**config.mk**
```make
export PLATFORM = sky130hd
export DESIGN_NAME = morse_key_decoder
export DESIGN_NICKNAME = d
export VERILOG_FILES = /design/src/rtl/morse_key_decoder.sv
export SDC_FILE = /design/constraint.sdc
export NUM_CORES = 1
export LEC_CHECK = 0
export CORE_UTILIZATION = 35
export CTS_BUF_LIST = sky130_fd_sc_hd__clkbuf_8
export CTS_CLUSTER_SIZE = 10
export DETAILED_ROUTE_END_ITERATION = 16
export PLACE_DENSITY = 0.6
export SLEW_MARGIN = 20
export SYNTH_ARGS = -nofsm -noshare
export SYNTH_HDL_FRONTEND = slang
export SYNTH_SLANG_ARGS = --single-unit
```
**constraint.sdc**
```tcl
create_clock -name clk -period 3.03 [get_ports clk]
set_clock_uncertainty 0.2 [all_clocks]
set_input_delay 0.7575 -clock clk [delete_from_list [all_inputs] [get_ports clk]]
set_output_delay 0.7575 -clock clk [all_outputs]
set_load 0.02 [all_outputs]
```
**src/rtl/morse_key_decoder.sv**
```systemverilog
// Morse key receiver: times presses of one key, classifies dot/dash, and
// assembles up to four symbols MSB-first into a code/length pair, decoding
// letters A..H. A letter ends after three silent time units.
module morse_key_decoder #(
  parameter int unsigned UNIT_CYCLES = 25000000
) (
  input  logic       clk,
  input  logic       reset_n,
  input  logic       key,
  output logic [3:0] code,
  output logic [2:0] len,
  output logic [2:0] letter,
  output logic       hit,
  output logic       valid,
  output logic       err
);

  localparam int unsigned CYC_W = (UNIT_CYCLES > 1) ? $clog2(UNIT_CYCLES) : 1;
  localparam logic [CYC_W-1:0] CYC_LAST = CYC_W'(UNIT_CYCLES - 1);

  typedef enum logic [1:0] {
    IDLE  = 2'd0,
    PRESS = 2'd1,
    GAP   = 2'd2
  } state_t;

  state_t           state_r;
  logic             key_meta_r;
  logic             key_s;
  logic             key_d_r;
  logic [CYC_W-1:0] cyc_r;
  logic [2:0]       units_r;
  logic [3:0]       sr_r;
  logic [2:0]       n_r;
  logic             ovf_r;

  logic             rise_s;
  logic             fall_s;
  logic             wrap_s;
  logic [2:0]       units_nx_s;
  logic             dash_s;

  // Table lookup: returns {hit, letter}; unmatched patterns give all zeros.
  function automatic logic [3:0] decode(input logic [3:0] c, input logic [2:0] l);
    logic [3:0] r;
    case ({l, c})
      7'b010_0100: r = 4'b1_000;  // A
      7'b100_1000: r = 4'b1_001;  // B
      7'b100_1010: r = 4'b1_010;  // C
      7'b011_1000: r = 4'b1_011;  // D
      7'b001_0000: r = 4'b1_100;  // E
      7'b100_0010: r = 4'b1_101;  // F
      7'b011_1100: r = 4'b1_110;  // G
      7'b100_0000: r = 4'b1_111;  // H
      default:     r = 4'b0_000;
    endcase
    return r;
  endfunction

  // Two-flop synchronizer plus one delayed copy for edge detection.
  always_ff @(posedge clk or negedge reset_n) begin
    if (!reset_n) begin
      key_meta_r <= 1'b0;
      key_s      <= 1'b0;
      key_d_r    <= 1'b0;
    end else begin
      key_meta_r <= key;
      key_s      <= key_meta_r;
      key_d_r    <= key_s;
    end
  end

  assign rise_s = key_s & ~key_d_r;
  assign fall_s = ~key_s & key_d_r;
  assign wrap_s = (cyc_r == CYC_LAST);
  // Unit count as it stands after this cycle; lets classification and letter
  // end take effect on the very edge the threshold is crossed.
  assign units_nx_s = (wrap_s && (units_r != 3'd7)) ? (units_r + 3'd1) : units_r;
  assign dash_s     = (units_nx_s >= 3'd2);

  // Timebase: cycle counter within a unit and saturating unit counter,
  // both restarted on every key edge.
  always_ff @(posedge clk or negedge reset_n) begin
    if (!reset_n) begin
      cyc_r   <= '0;
      units_r <= 3'd0;
    end else if (rise_s || fall_s) begin
      cyc_r   <= '0;
      units_r <= 3'd0;
    end else begin
      cyc_r   <= wrap_s ? '0 : (cyc_r + {{(CYC_W-1){1'b0}}, 1'b1});
      units_r <= units_nx_s;
    end
  end

  // Letter FSM: collects symbols, ends letters on a long gap, drives outputs.
  always_ff @(posedge clk or negedge reset_n) begin
    if (!reset_n) begin
      state_r <= IDLE;
      sr_r    <= 4'd0;
      n_r     <= 3'd0;
      ovf_r   <= 1'b0;
      code    <= 4'd0;
      len     <= 3'd0;
      letter  <= 3'd0;
      hit     <= 1'b0;
      valid   <= 1'b0;
      err     <= 1'b0;
    end else begin
      valid <= 1'b0;
      err   <= 1'b0;
      case (state_r)
        IDLE: begin
          if (rise_s) begin
            state_r <= PRESS;
          end else begin
            state_r <= IDLE;
          end
        end
        PRESS: begin
          if (fall_s) begin
            state_r <= GAP;
            if (n_r < 3'd4) begin
              sr_r <= sr_r | ({dash_s, 3'b000} >> n_r);
              n_r  <= n_r + 3'd1;
            end else begin
              ovf_r <= 1'b1;
            end
          end else begin
            state_r <= PRESS;
          end
        end
        GAP: begin
          if (units_nx_s == 3'd3) begin
            if (ovf_r) begin
              err <= 1'b1;
            end else begin
              valid         <= 1'b1;
              code          <= sr_r;
              len           <= n_r;
              {hit, letter} <= decode(sr_r, n_r);
            end
            sr_r    <= 4'd0;
            n_r     <= 3'd0;
            ovf_r   <= 1'b0;
            // A press landing on the ending edge starts the next letter.
            state_r <= rise_s ? PRESS : IDLE;
          end else if (rise_s) begin
            state_r <= PRESS;
          end else begin
            state_r <= GAP;
          end
        end
        default: begin
          state_r <= IDLE;
          sr_r    <= 4'd0;
          n_r     <= 3'd0;
          ovf_r   <= 1'b0;
        end
      endcase
    end
  end

endmodule

```
# Yosys cells after proc, flatten, opt, wreduce, memory -nomap -nowiden
# Cells that the tools add are included.
totals:
  reg_bits: 54
  input_bits: 3
  out_inout_bits: 13
  wordCells: 79
classes:
  addsub: 3
  order_cmp: 2
  n_eq_ne: 17
  shifts: 1
  mux: 28
  bitwise: 7
  n_reduce_logical: 6
ops:
  columns: ["cell", "count"]
  rows:
  - ["25-bit two-way mux", 2]
  - ["4-bit case mux with 8 select lines", 1]
  - ["7-bit equality test, second input constant", 4]
  - ["25-bit by 1-bit adder with 25-bit output, second input constant", 1]
  - ["25-bit equality test, second input constant", 1]
  - ["7-bit by 6-bit equality test with 1-bit output, second input constant", 3]
  - ["3-bit two-way mux", 5]
  - ["4-bit two-way mux", 3]
  - ["4-bit case mux with 3 select lines", 1]
  - ["1-bit two-way mux", 10]
  - ["3-bit case mux with 3 select lines", 1]
  - ["2-bit != test, second input constant", 4]
  - ["4-bit AND reduction", 2]
  - ["7-bit by 5-bit equality test with 1-bit output, second input constant", 1]
  - ["3-bit by 1-bit adder with 3-bit output, second input constant", 2]
  - ["2-bit two-way mux", 3]
  - ["2-bit case mux with 3 select lines", 1]
  - ["1-bit inverter", 4]
  - ["4-bit OR", 1]
  - ["4-bit by 3-bit >> shifter with 4-bit output", 1]
  - ["3-bit by 2-bit equality test with 1-bit output, second input constant", 1]
  - ["3-bit by 2-bit greater-or-equal comparator with 1-bit output, second input constant", 1]
  - ["3-bit less-than comparator, second input constant", 1]
  - ["3-bit != test, second input constant", 1]
  - ["other kinds (8)", 9]

# Depth between registers and ports, before layout
# Gate-level depths: netlist (run 1).
depth:
  ltp_word: 9
  mapped_depth: 8
  ltp_nobuf: 7

# Least setup slack after synthesis (run 1)
# No wires, ideal clock.
synth_path:
  path_kind: "register -> register"
  startpoint: "register cyc_r[6]"
  endpoint: "register code[0]"
  setup_time_ns: 0.125
  t_arrival_ns: 2.071
  required_ns: 2.705
  path_slack_ns: 0.634
  path_stages_with_launch: 7
  n_path_buf: 1
  synth_period_minus_slack_ns: 2.396
  cell_sequence: "dfrtp_1 -> or4b_4 -> or3_4 -> nor3_4 -> o21ai_2 -> buf_6 -> mux2_4"
synth_between:
  elab_chain_cells: 5
synth_rtl:
  columns: ["element", "line_no", "source"]
  rows:
  - ["from (decl)", "31", "logic [CYC_W-1:0] cyc_r;"]
  - ["from (signal assigned)", "91", "cyc_r <= wrap_s ? '0 : (cyc_r + {{(CYC_W-1){1'b0}}, 1'b1});"]
  - ["25-bit equality test", "75", "assign wrap_s = (cyc_r == CYC_LAST);"]
  - ["1-bit logical AND", "78", "assign units_nx_s = (wrap_s && (units_r != 3'd7)) ? (units_r + 3'd1) : units_r;"]
  - ["3-bit two-way mux", "78", null]
  - ["3-bit by 2-bit equality test with 1-bit output", "134", "if (units_nx_s == 3'd3) begin"]
  - ["3-bit AND reduction (no line)", null, null]
  - ["to (signal assigned)", "139", "code <= sr_r;"]
  - ["to (decl)", "10", "output logic [3:0] code,"]
# No other way between the ends.
# A chain may end at the register's enable or synchronous reset.

# Final worst setup path (run 1)
layout_path:
  startpoint: "register cyc_r[7]"
  endpoint: "register hit"
layout_between:
  elab_chain_cells: 5
layout_rtl:
  columns: ["element", "line_no", "source"]
  rows:
  - ["25-bit equality test", "75", null]
  - ["1-bit logical AND", "78", null]
  - ["3-bit two-way mux", "78", null]
  - ["3-bit by 2-bit equality test with 1-bit output", "134", null]
  - ["3-bit AND reduction (no line)", null, null]
  - ["to (signal assigned)", "141", "{hit, letter} <= decode(sr_r, n_r);"]
  - ["to (decl)", "13", "output logic hit,"]
# No other way between the ends.

==> flow_summary_export.csv, run 1 <==
group,metric,value,unit
outcome,outcome,"finished, final reports clean",
clocking,clk_path_buf_depth,2,
clocking,cts_buffers,5,
clocking,cts_tree,"yes",
layout,instances_no_fill,390,
sta,setup_violations,0,
sta,fmax,360,MHz
sta,slew_headroom,48.5,%
floorplanning,io_pins,16,
clocking,cts_sinks,54,
route,wl_per_cell,12.9,µm
logic_synthesis,ys_ff_latch,54,
critical_path,cp-end-kind,"flip-flop",
clocking,clk_pin_slew_worst_paths,0.10,ns
power,leakagePower,0.00141,µW
floorplanning,rows,32,
clocking,cts-resized-gates,0,
placed_design,globalplace.congestion,0.801,
placed_design,io_buffer_count,15,
min_path,hold_path.class,"flip-flop to flip-flop",
clocking,postCtsHoldBufs,0,
logic_synthesis,synth_area,2830,µm²
sta,rsz0062_at_grt,"false",
logic_synthesis,synthTopCellsByArea,"dfrtp_1 48%, xnor2_1 5.6%, mux2_4 4.8%, nor2_1 4.8%, ha_1 4.4%",
logic_synthesis,synth.mux.area_fraction,8.15,%
logic_synthesis,synth_xor_area_share,7.75,%
critical_path,rr_endpoint,"hit",
route,viasPerCell,5.11,
sta,fin_crit_sh,91.6,%
sta,tightest_slew,0.772,ns
sta,hold_viol,0,
route,num_vias,1992,
layout,nNetsFinal,300,
global_routing,grt_max_degree,29,
critical_path,startpoint_type,"flip-flop",
sta,finalCriticalPeriod,2.77,ns
logic_synthesis,synth-main-ff-cell,"dfrtp_1",
logic_synthesis,synth_top_family_by_area,"simple AND/OR/NAND/NOR gates",
logic_synthesis,synth_edf_count,0,
floorplanning,fp.coreArea,7770,µm²
placed_design,dp_hpwl,3.66,mm
layout,area_delta_synth_final,11.6,%
logic_synthesis,synth_adder_area_share,4.43,%
route,ant_nets,0,
floorplanning,start_util,36.4,%
critical_path,reg2regPathDepth,5,
critical_path,arrival,2.78,ns
critical_path,crit_type,"flip-flop to flip-flop",
placed_design,place_inst,382,
logic_synthesis,yosysMostFrequentCell,"dfrtp_1",
clocking,clock_latency,0.31,ns
global_routing,grt_pass1_wl,8.88,mm
logic_synthesis,synth_common_cells,"54 x dfrtp_1, 36 x nor2_1, 19 x nand2_1",
layout,diodes,0,
sta,setup_ws,0.255,ns
sta,finalMaxSlewViolations,0,
critical_path,r2r-start,"cyc_r[7]",
logic_synthesis,syn-num-nets,285,
placed_design,post-place-ws,0.234,ns
job,maxCapViolCount,0,
power,p_total,1420,µW
logic_synthesis,synth-async-reset-ratio,100,%
critical_path,crit_fanout,12,
logic_synthesis,ys_types,42,
power,ir_drop,0.156,mV
floorplanning,die_area,8440,µm²
global_routing,grt_usage,13.1,%
sta,hold_ws,0.161,ns
clocking,post_cts_buffers,0,
clocking,root_buffer,"clkbuf_8",
logic_synthesis,ys_seq_area_share,47.8,%
clocking,htree_levels,2,
route,routed_wirelength,5.05,mm
critical_path,worstPathRequired,3.04,ns
logic_synthesis,synth_top_cell_area_share,47.8,%
critical_path,crit_end,"hit",
logic_synthesis,yosysWarningCount,0,
layout,drive_gt1_share,10.8,%
route,drt_iter0_markers,98,
critical_path,crit_start,"cyc_r[7]",
floorplanning,die_width,91.8,µm
logic_synthesis,yosys.area.top_type,"dfrtp_1",
logic_synthesis,synth_compound_area_share,6.60,%
route,dr.pass1.iters,4,
logic_synthesis,syn-instance-count,272,
global_routing,first_global_vias,1838,
critical_path,r2r_slack,0.26,ns
global_routing,antenna_found_initial,0,
logic_synthesis,synth.avg_cell_area,10.4,µm²
floorplanning,die_h,91.8,µm
power,p_per_area,449,nW/µm²
sta,fin_setup_tns,0,ns
logic_synthesis,yosys.area_share.simple,21.1,%
global_routing,overflow,0,
route,route.detailed.drc,0,
==> stage by stage <==
step	cell area, µm²	utilization [%]
2_1_floorplan	2830	-
3_3_place_gp	3060	39.4
3_5_place_dp	3060	39.4
4_1_cts	3150	40.6
5_1_grt	3150	40.6
6_report	3150	40.6
==> critical path, stage by stage, from the launching register on <==
cell,delay [ns]
dfrtp_1,0.44
nor4_1,0.54
and4_1,0.34
a21oi_1,0.11
o21ai_2,0.64
mux2_2,0.41
==> cell usage in the layout, fill, tap and decap left out, drive strengths merged, types with 2 or more instances in the layout <==
cell,count
nand4,6
mux2i,5
clkbuf,5
nor2b,4
clkdlybuf4s50,14
o21ai,6
nor3,9
a21oi,9
or3,4
and3,3
xnor2,18
nand2,19
and3b,2
xor2,7
a211oi,7
mux2,13
nor4,7
dfrtp,54
inv,14
a31oi,3
nand3,12
nor2,36
and2,2
ha,10
buf,3
and4,3
nor3b,2
==> per-layer routing <==
layer,GRT usage (%),share of wire [%],up-vias
met5,0,0,-
met4,4.69,1.4,0
met3,2.32,3.1,6
met2,19.2,44,35
met1,19.4,51,975
li1,-,-,976
==> logic make-up (layout without fill, tap and decap cells) <==
logic type	Yosys count	count (layout)
flops	54	54
xor+xnor	25	25
fa+ha+maj	10	10
buf+inv	22	38
compound gates	29	29
mux	18	18
simple gates	114	114
==> where the power goes <==
group / leakage (µW) / switching [µW] / internal [µW] / total, µW
clock: 0.0000447 / 248 / 167 / 416
sequential: 0.000742 / 53.4 / 750 / 803
combinational: 0.000619 / 113 / 84.8 / 198
total: 0.00141 / 415 / 1000 / 1420
==> sequential cells by signal, indices dropped and copies added, names as in the netlist <==
register,flops
cyc_r,25
code,4
sr_r,4
len,3
letter,3
n_r,3
units_r,3
state_r,2
err,1
hit,1
key_d_r,1
key_meta_r,1
key_s,1
ovf_r,1
valid,1
==> final cells by class <==
type | count | area (µm²)
clock inverter | 3 | 25.0
timing repair buffer | 17 | 173
clock buffer | 5 | 68.8
tap | 102 | 128
fill | 787 | 4620
inverter | 13 | 48.8
multi-input combinational | 196 | 1360
sequential | 54 | 1350
==> worst min-delay path by stage <==
| stage | startpoint | to | slack (ns) | depth (start not counted) |
|---|---|---|---|---|
| finish | key_meta_r | key_s | 0.16 | 0 |
| global route | key_meta_r | key_s | 0.18 | 0 |
| CTS | key_meta_r | key_s | 0.16 | 0 |
| detailed placement | key_meta_r | key_s | 0.14 | 0 |
| global placement | key_meta_r | key_s | 0.13 | 0 |
| floorplan | key_meta_r | key_s | 0.13 | 0 |
(Power assumes the default switching activity.)
==> run 2, diff against run 1 <==
--- a/config.mk
+++ b/config.mk
@@ -5,6 +5,7 @@
 export SDC_FILE = /design/constraint.sdc
 export NUM_CORES = 1
 export LEC_CHECK = 0
+export CORE_MARGIN = 5
 export CORE_UTILIZATION = 35
 export CTS_BUF_LIST = sky130_fd_sc_hd__clkbuf_8
 export CTS_CLUSTER_SIZE = 10
==> flow_summary_export.csv, run 2 (synthesis results as in run 1) <==
group,metric,value,unit
clocking,cts_buffers,5,
clocking,clock_latency,0.31,ns
power,ir_drop,0.168,mV
layout,largest_reg_flops,25,
sta,fin_setup_tns,0,ns
route,num_vias,1959,
layout,top_regs,"cyc_r x25, code x4, sr_r x4",
clocking,clk_pin_slew_worst_paths,0.10,ns
outcome,outcome,"finished, final reports clean",
layout,mostFrequentLayoutCells,"54 x dfrtp_1, 36 x nor2_1, 19 x nand2_1",
layout,instances_no_fill,392,
critical_path,cp-end-kind,"flip-flop",
clocking,cts-resized-gates,0,
global_routing,antenna_found_initial,0,
critical_path,crit_type,"flip-flop to flip-flop",
floorplanning,start_util,36.2,%
global_routing,first_global_vias,1910,
floorplanning,die_h,99.8,µm
power,p_per_area,468,nW/µm²
floorplanning,die_area,9970,µm²
floorplanning,io_pins,16,
global_routing,grt_usage,11.1,%
sta,tightest_slew,0.777,ns
placed_design,globalplace.congestion,0.791,
global_routing,grt_max_degree,31,
layout,fillerInstances,760,
sta,hold_viol,0,
clocking,htree_levels,2,
layout,area_delta_synth_final,12.8,%
global_routing,overflow,0,
layout,drive_gt1_share,11.4,%
layout,regMostFlops,"cyc_r",
floorplanning,rows,32,
route,ant_nets,0,
route,viasPerCell,5.00,
clocking,cts_sinks,54,
floorplanning,die_width,99.8,µm
layout,final_common_cell,"dfrtp_1",
route,wl_per_cell,13.3,µm
sta,fmax,360,MHz
placed_design,dp_hpwl,3.72,mm
layout,diodes,0,
sta,hold_ws,0.162,ns
sta,fin_crit_sh,91.6,%
route,dr.pass1.iters,4,
route,routed_wirelength,5.23,mm
sta,slew_headroom,48.2,%
clocking,cts_tree,"yes",
critical_path,crit_fanout,12,
route,route.detailed.drc,0,
sta,setup_violations,0,
placed_design,place_inst,384,
min_path,hold_path.class,"flip-flop to flip-flop",
job,maxCapViolCount,0,
route,drt_iter0_markers,89,
clocking,postCtsHoldBufs,0,
critical_path,worstPathRequired,3.03,ns
clocking,post_cts_buffers,0,
global_routing,grt_pass1_wl,9.09,mm
clocking,clk_path_buf_depth,2,
floorplanning,fp.coreArea,7810,µm²
placed_design,io_buffer_count,15,
sta,rsz0062_at_grt,"false",
clocking,root_buffer,"clkbuf_8",
layout,nNetsFinal,302,
sta,finalMaxSlewViolations,0,
power,p_total,1490,µW
power,leakagePower,0.00142,µW
critical_path,arrival,2.77,ns
critical_path,startpoint_type,"flip-flop",
sta,finalCriticalPeriod,2.78,ns
[run 2: cell count changes in the layout (fill, tap and decap cells not counted), sizes merged]
cell,change
clkinv,-1
buf,+2
bufinv,+1
inv,-1
clkinvlp,+1
[run 2: worst max-delay path, stage by stage, from the launching register on]
cell	delay, ns
dfrtp_1	0.46
or4b_4	0.58
nor3_1	0.23
a21oi_1	0.14
o21ai_2	0.64
mux2_2	0.41
[run 2: worst paths after layout]
kind | start | to | slack, ns | cells past startpoint
worst max-delay path | cyc_r[6] | letter[2] | 0.25 | 5
worst min-delay path | key_meta_r | key_s | 0.16 | 0
worst max register to register | cyc_r[6] | letter[2] | 0.25 | 5
worst min register to register | key_meta_r | key_s | 0.16 | 0
max in group asynchronous | reset_n | state_r[1] | 1.82 | 2
min in group asynchronous | reset_n | cyc_r[8] | 0.25 | 1
[run 2: layer usage]
metal / vias to the layer above / global-route usage [%] / share of wire [%]
li1: 982 / - / -
met1: 946 / 16.1 / 52
met2: 27 / 16.8 / 44
met3: 4 / 2.36 / 3.0
met4: 0 / 3.26 / 0.99
met5: - / 0 / 0
[run 2: per-stage QoR]
| stage | utilization (%) | worst slack [ns] | instance area [µm²] |
|---|---|---|---|
| floorplan | - | 0.634 | 2830 |
| global route | 40.8 | 0.108 | 3190 |
| CTS | 40.8 | 0.234 | 3190 |
| global placement | 39.4 | 0.289 | 3070 |
| finish | 40.8 | 0.254 | 3190 |
| detailed placement | 39.4 | 0.244 | 3070 |
[run 2: power by group]
part / switching (µW) / internal (µW)
logic: 112 / 85.0
registers: 57.1 / 750
clock network: 242 / 246
[run 2: cell type report]
type                            count  area (µm²)  share of cell area (%)
Multi-Input combinational cell    196        1360                    42.6
Sequential cell                    54        1350                    42.4
Timing Repair Buffer               19         188                    5.89
Tap cell                          102         128                    4.00
Clock buffer                        5        68.8                    2.16
Inverter                           13        48.8                    1.53
Clock inverter                      3        45.0                    1.41
==> RTL change: new RTL, settings of run 1 <==
Set the parameter `UNIT_CYCLES` to 12500000 (it was 25000000).
--- a/src/rtl/morse_key_decoder.sv
+++ b/src/rtl/morse_key_decoder.sv
@@ -4,3 +4,3 @@
 module morse_key_decoder #(
-  parameter int unsigned UNIT_CYCLES = 25000000
+  parameter int unsigned UNIT_CYCLES = 12500000
 ) (
Check against the original RTL: same outputs for any inputs over 10 cycles, from zero or initial values and one cycle with reset_n low; that may be too few to reach the edited logic, so the function may still have changed.
==> RTL change against run 1 <==
- power rose by 5.1%
- sequential power fell by 1%
- final cell count unchanged
- worst setup slack improved by 120 ps
- area after synthesis shrank 1.2%
- design area up 0.83%
- utilization grew 0.55 points
- routed wire length up 1.4%
- global-route usage grew 0.27 points
- worst hold slack got worse by 7.9 ps
- first-iteration DRC count down 29%
- sequential cell count shrank 1
- largest power group unchanged
==> RTL change: results (changes against run 1) <==
** Synthesis
- Top cells by area in the synthesized netlist: dfrtp_1 (48%), mux2_4 (4.8%), ha_1 (4.5%), nor2_1 (4.3%), xor2_1 (3.5%) (was dfrtp_1 (48%), xnor2_1 (5.6%), mux2_4 (4.8%), nor2_1 (4.8%), ha_1 (4.4%)).
- Synth top cells by count :: dfrtp_1 (53), nor2_1 (32), nand2_1 (16) (was dfrtp_1 (54), nor2_1 (36), nand2_1 (19))
- Post-synthesis sequential area ratio :: 47.5% (was 47.8%)
- Number of distinct library cell variants in the gate-level netlist after synthesis :: 45 (was 42)
- Synthesized net count :: 280 (was 285)

** Worst setup path
- The biggest cell delay along the critical path was 460 ps (was 640 ps).
- Highest-delay cell along the critical path :: dfrtp_1 (was o21ai_2)

** GRT
- The routing usage on met3 is 2.93% (was 2.32%).
- Met1 layer usage reported by global route :: 17.4% (was 19.4%)
- The global routing usage summed across all routing layers was 13.4% (was 13.1%).
- The via count of the first global-routing pass was 1895 (was 1838).
- The maximum number of pins on one net before global-route repair is 33 (was 29).

** Status
- Outcome :: completed (unchanged)

** Power and ir drop
- The maximum VDD drop is 0.210 mV (was 0.156 mV).
- The net switching power came to 0.402 mW (was 0.415 mW).
- The static leakage power is 1.34 nW (was 1.41 nW).

** Route
- The detailed router's first-iteration violation count was 70 (was 98).
- The average wire per cell in the routed design was 13.1 um (was 12.9 um).
- The per-cell via count in the routed design was 5.09 (was 5.11).

** Placement
- Placement Cell Area :: 3060 um2 (about the same)
- Sum of net half-perimeters after detailed placement :: 3.66 mm (about the same)

** STA
- Worst Max-Slew Pin Slew :: 719 ps (was 772 ps)

** Finish
- Biggest registers after layout :: cyc_r x24, code x4, sr_r x4 (was cyc_r x25, code x4, sr_r x4)
- Share of cells above drive strength 1 :: 12.2% (was 10.8%)

** CTS
- The number of buffers inserted to repair setup after CTS came to 0 (unchanged).
-- RTL change: cell count changes in the layout (fill, tap and decap cells not counted), sizes merged, moves of 4 or more --
cell / run 1 / this run
a32oi: 0 / 4
xnor2: 18 / 7
buf: 3 / 7
a211oi: 7 / 0
nor4: 7 / 0
xor2: 7 / 11
nand4: 6 / 14
o21ai: 6 / 12
-- RTL change: power groups by stage --
stage | sequential (mW) | combinational (mW) | clock, mW
CTS | 0.794 | 0.210 | 0.508
detailed placement | 0.808 | 0.209 | 0
floorplan | 0.784 | 0.154 | 0
global route | 0.801 | 0.239 | 0.534
global placement | 0.805 | 0.204 | 0
finish | 0.793 | 0.207 | 0.488
-- RTL change: critical path: cells and delay by family (launching register included) --
family | cells | cell delay, ps
flops | 1 | 460
mux | 2 | 520
simple gates | 2 | 550
buf+inv | 1 | 250
fa+ha+maj | 2 | 550
-- RTL change: per-stage QoR --
| step | worst slack (ps) | std cells | hold slack, ps |
|---|---|---|---|
| 6_report | 374 | 390 | 154 |
| 5_1_grt | 179 | 390 | 175 |
| 4_1_cts | 377 | 390 | 154 |
| 3_5_place_dp | 374 | 382 | 135 |
| 3_3_place_gp | 463 | 382 | 132 |
| 2_1_floorplan | 549 | 267 | 131 |
-- RTL change: worst paths after layout --
path,from,endpoint,slack (ps),depth (start not counted)
max in group asynchronous,reset_n,n_r[1],1670,2
hold / removal,key_meta_r,key_s,150,0
setup reg to reg,units_r[0],hit,370,7
hold reg to reg,key_meta_r,key_s,150,0
setup / recovery,units_r[0],hit,370,7
min in group asynchronous,reset_n,cyc_r[13],300,1
-- RTL change: area by class of cell --
type                    count  area (um2)
clock buffers               6        82.6
clock inverters             2        33.8
fillers                   761        4550
inverters                  12        45.0
multi-input cells         194        1370
flip-flops and latches     53        1330
well taps                 102         128
repair buffers             21         190
-- RTL change: layer usage --
metal	part of all wire, %	wire length (um)
met2	46	2350
met1	50	2550
met4	1.7	88
met3	2.4	125
met5	0	0
-- RTL change: cells by family (layout without fill, tap and decap cells) --
family                     after synthesis  count (layout)  synth area share, %
DFF                                     53              53                 47.5
muxes                                   17              17                 7.89
AOI/OAI and AO/OA                       45              45                 10.5
and+or+nand+nor                        104             104                 20.7
xor gates and xnor gates                18              18                 5.65
buffers and inverters                   20              41                 3.32
adders and majority gates               10              10                 4.48
